File: src/rtl/timer_32.sv
// ---------------------------------------------------------------------------
// timer_32 -- free-running 32-bit cycle counter with a fixed-period tick.
//
// Provides the global timebase for the acquisition top level:
//   count      : registered cycle count, advances on every enabled cycle and
//                wraps modulo 2^32.
//   pulse_full : one-cycle pulse, high exactly in the cycle count reads 0
//                after wrapping from 0xFFFFFFFF.
//   pulse_10ms : one-cycle pulse every DIV_10MS enabled cycles, generated by
//                a prescaler that is independent of the count bits.
//
// Ports:
//   clk        in   1   system clock, rising edge
//   rst        in   1   synchronous reset, active low
//   clr        in   1   synchronous clear of counter and prescaler
//   ena        in   1   count enable
//   count      out  32  current cycle count
//   pulse_full out  1   wrap pulse
//   pulse_10ms out  1   10 ms tick pulse
//
// Priority on each edge: reset > clr > ena > hold. Both pulses are forced
// low whenever the counter is not advancing, so they never stretch.
// ---------------------------------------------------------------------------
module timer_32 #(
    parameter int unsigned DIV_10MS = 1111111
) (
    input  logic        clk,
    input  logic        rst,
    input  logic        clr,
    input  logic        ena,
    output logic [31:0] count,
    output logic        pulse_full,
    output logic        pulse_10ms
);

    // A divider below 2 would make the prescaler degenerate; the width is
    // clamped to 1 bit so elaboration still succeeds after the error report.
    localparam int PW = (DIV_10MS < 2) ? 1 : $clog2(DIV_10MS);
    localparam logic [PW-1:0] PS_LAST = PW'(DIV_10MS - 1);
    localparam logic [PW-1:0] PS_ONE  = PW'(1);

    if (DIV_10MS < 2) begin : g_bad_div
        $error("timer_32: DIV_10MS must be at least 2");
    end

    logic [31:0]   count_q,      count_d;
    logic [PW-1:0] prescaler_q,  prescaler_d;
    logic          pulse_full_q, pulse_full_d;
    logic          pulse_10ms_q, pulse_10ms_d;

    // Next-state logic. Pulses default low so a paused or cleared cycle
    // always drops them; the wrap pulse is raised on the edge that takes
    // the count from all-ones to zero, so it is visible while count reads 0.
    always_comb begin
        count_d      = count_q;
        prescaler_d  = prescaler_q;
        pulse_full_d = 1'b0;
        pulse_10ms_d = 1'b0;

        if (clr) begin
            count_d     = 32'd0;
            prescaler_d = '0;
        end else if (ena) begin
            count_d      = count_q + 32'd1;
            pulse_full_d = (count_q == 32'hFFFF_FFFF);
            if (prescaler_q == PS_LAST) begin
                prescaler_d  = '0;
                pulse_10ms_d = 1'b1;
            end else begin
                prescaler_d  = prescaler_q + PS_ONE;
            end
        end
    end

    // State registers with synchronous active-low reset; reset wins over
    // clr and ena and emits no pulse.
    always_ff @(posedge clk) begin
        if (!rst) begin
            count_q      <= 32'd0;
            prescaler_q  <= '0;
            pulse_full_q <= 1'b0;
            pulse_10ms_q <= 1'b0;
        end else begin
            count_q      <= count_d;
            prescaler_q  <= prescaler_d;
            pulse_full_q <= pulse_full_d;
            pulse_10ms_q <= pulse_10ms_d;
        end
    end

    assign count      = count_q;
    assign pulse_full = pulse_full_q;
    assign pulse_10ms = pulse_10ms_q;

endmodule

File: config.mk
export PLATFORM = sky130hd
export DESIGN_NAME = timer_32
export DESIGN_NICKNAME = d
export VERILOG_FILES = /design/src/rtl/timer_32.sv
export SDC_FILE = /design/constraint.sdc
export NUM_CORES = 1
export LEC_CHECK = 0
export BUFFER_PORTS_ARGS = -buffer_cell sky130_fd_sc_hd__buf_2
export CAP_MARGIN = 20
export CORE_ASPECT_RATIO = 0.75
export CORE_MARGIN = 2
export CORE_UTILIZATION = 25
export CTS_CLUSTER_DIAMETER = 30
export DETAILED_ROUTE_END_ITERATION = 8
export REMOVE_ABC_BUFFERS = 1
export SYNTH_ARGS = -nofsm -noshare
export SYNTH_HDL_FRONTEND = slang
export SYNTH_SLANG_ARGS = --single-unit
File: constraint.sdc
create_clock -name clk -period 1.7 [get_ports clk]
set_clock_uncertainty 0.05 [all_clocks]
set_input_delay 0.085 -clock clk [delete_from_list [all_inputs] [get_ports clk]]
set_output_delay 0.085 -clock clk [all_outputs]
set_load 0.005 [all_outputs]
==> impl_metrics.yaml <==
yosys:
  synth_mux_area_share_pct: 3.810
  synthSimpleGateAreaFrac_pct: 33.67
  synth_top_family_by_area: "simple AND/OR/NAND/NOR gates"
  synth_fa_ha_area_share_pct: 1.429
  synth_seq_area_share_pct: 41.90
  netlist_area_um2: 2628
  ys_async_sr_fraction_pct: 0
  synthXorXnorAreaFrac_pct: 7.667
  synth_seq_cells: 55
  yosysWarnings: 0
  synthFlopType: "dfxtp_1"
  syn_avg_cell_area_um2: 8.476
  synth-compound-area-share_pct: 8.238
  synth_cell_types: 35
  synth_cells: 310
  synth_edf_count: 0
setup_path:
  cp.required_ns: 1.83
  cp_slowest_stage_delay_ns: 0.35
  cp_slowest_cell: "o31ai_4"
  path_max_fanout: 12
  path_cells: "buf_4 -> inv_1 -> ha_1 -> nand4bb_1 -> o31ai_4 -> buf_6 -> a21oi_1"
  critPathKind: "flop to flop"
  worstSetupStartpoint: "prescaler_q[0]"
  crit_path_start_kind: "flop"
  r2r-start: "prescaler_q[0]"
  end_kind: "flop"
  worstPathArrival_ns: 1.76
routing:
  drt_wl_total_um: 6913
  vias: 2564
  drt_iter0_drc: 125
  drt-wirelength-per-cell_um: 12.97
  vias_per_cell: 4.811
  antenna_left: 0
  drcViolationCount: 0
  dr.pass1.iters: 4
cells_and_area:
  layout_common_cells: "56 x buf_4, 39 x dfxtp_1, 38 x buf_2"
  final_cells: 533
  drive_above_1_share_pct: 37.28
  nNetsFinal: 403
  final_common_cell: "buf_4"
  antenna_cells: 0
  layout-area-overhead-vs-synth_pct: 39.52
  fin_util_pct: 35.77
clock_tree:
  cts_hold_buf: 0
  clkLatencyLatePin_ns: 0.30
  root_buffer: "clkbuf_16"
  path_clk_slew_ns: 0.07
  htreeDepth: 2
  cts_buffers: 5
  cts_tree: "built"
  cts_sinks: 55
  cts_max_path_buffers: 2
placement:
  dp_hpwl_um: 4877
  port-buffer-count: 37
  place.gp.congestion: 0.7835
  placed_cells: 517
power_and_ir_drop:
  p_per_area_nw_per_um2: 655.9
  p_leak_uw: 0.001351
  ir_drop_mv: 0.3631
run_status:
  outcome: "complete, no violations"
die:
  core_area_um2: 10250
  die_y_um: 92.79
  initial_core_util_pct: 25.63
  rows: 32
  design.die.area_um2: 11360
  io_pins: 38
  die_x_um: 122.4
global_routing:
  first_global_vias: 2339
  antenna_found_initial: 0
  grt_max_degree: 24
  grtUsageTotal_pct: 12.18
  grt.overflow.total: 0
  grt_pass1_wl_um: 11060
sta:
  report.final.slew_viol_count: 0
  fin_crit_ns: 1.628
  setup_viol: 0
  rsz0062_at_grt: "yes"
  finalHoldViolCount: 0
  tightest_slew_ns: 0.4081
  finalCritPeriodShare_pct: 95.79
  fmax_ghz: 0.6141
  slew_headroom_pct: 72.54
job:
  maxCapViolations: 0
hold_path:
  worstHoldStart: "rst"
  hp-class: "primary input to flop"
cells by family (layout without fill, tap and decap cells):
logic type      count (synthesis)  after routing
simple gates                  159            159
flops                          55             55
compound gates                 39             39
xor+xnor                       23             23
buf+inv                        21            108
mux                            10             10
fa+ha+maj                       3              3
layout make-up:
type                       count  area (µm²)
fill                        1104        6584
multi-input combinational    234        1577
sequential                    55        1126
timing repair buffer          96       633.1
tap                          136       170.2
clock buffer                   5       125.1
clock inverter                 3       20.02
inverter                       4       15.01
routing by layer:
metal / share of wire [%] / GRT usage, % / up-vias
met4: 1.0 / 4.023 / 0
met1: 48 / 16.42 / 1222
li1: - / - / 1293
met2: 47 / 19.12 / 43
met3: 4.0 / 2.771 / 6
met5: 0 / 0 / -
report_power, final:
part | leakage [µW] | total (µW) | internal, µW | switching, µW
Clock | 0.0000658 | 1030 | 544 | 490
Sequential | 0.000452 | 1290 | 1290 | 3.38
Combinational | 0.000833 | 77.8 | 31.1 | 46.8
per-stage QoR:
step                      total power [µW]  setup TNS [ns]  hold WS [ns]  instance area, µm²  worst slack, ns
after global routing                  2508        -0.06589        0.1038                3666         -0.01337
after floorplan                       1358          -13.75        0.1296                2556          -0.6669
after global placement                1395               0        0.4050                3299          0.03236
after CTS                             2437               0       0.09325                3475         0.004775
final                                 2404               0       0.09626                3666          0.07153
after detailed placement              1397        -0.09738        0.4151                3299         -0.03971
path summary, 6_finish.rpt:
| path | end | slack, ns | cells past startpoint |
|---|---|---|---|
| setup reg to reg | prescaler_q[13] | 0.07 | 7 |
| hold / removal | pulse_10ms | 0.1 | 3 |
| hold reg to reg | prescaler_q[19] | 0.44 | 2 |
| setup / recovery | prescaler_q[13] | 0.07 | 7 |
sequential cells by signal, summed over array words and instances, names as in the netlist:
register     count
count           32
pulse_full       1
pulse_10ms       1
prescaler_q     21
cells in the mapped netlist (7+ instances only):
cell type	number	area, µm²
clkbuf_1	10	37.54
mux2i_1	10	100.1
nor2_1	26	97.59
or3_1	13	81.33
a21oi_1	18	90.09
nand3_1	18	90.09
nand2_1	29	108.9
or4_1	7	52.55
nand4_1	14	87.58
o21ai_0	13	65.06
nand2b_1	10	62.56
nor4_1	12	75.07
dfxtp_1	55	1101
and3_1	8	50.05
xnor2_1	7	61.31
xor2_1	16	140.1
worst max-delay path: cells and delay by family, from the launching register on:
| kind | cells | cell delay [ns] |
|---|---|---|
| compound gates | 2 | 0.41 |
| fa+ha+maj | 1 | 0.15 |
| buf+inv | 3 | 0.40 |
| flops | 1 | 0.33 |
| simple gates | 1 | 0.17 |
timing repair:
action                     CTS  global route
pin swaps                    1             6
setup endpoints to repair   11            35
buffers inserted             2             4
resized for setup            4            46
cloned                       0             2
Power figures use the tool's default switching activity.
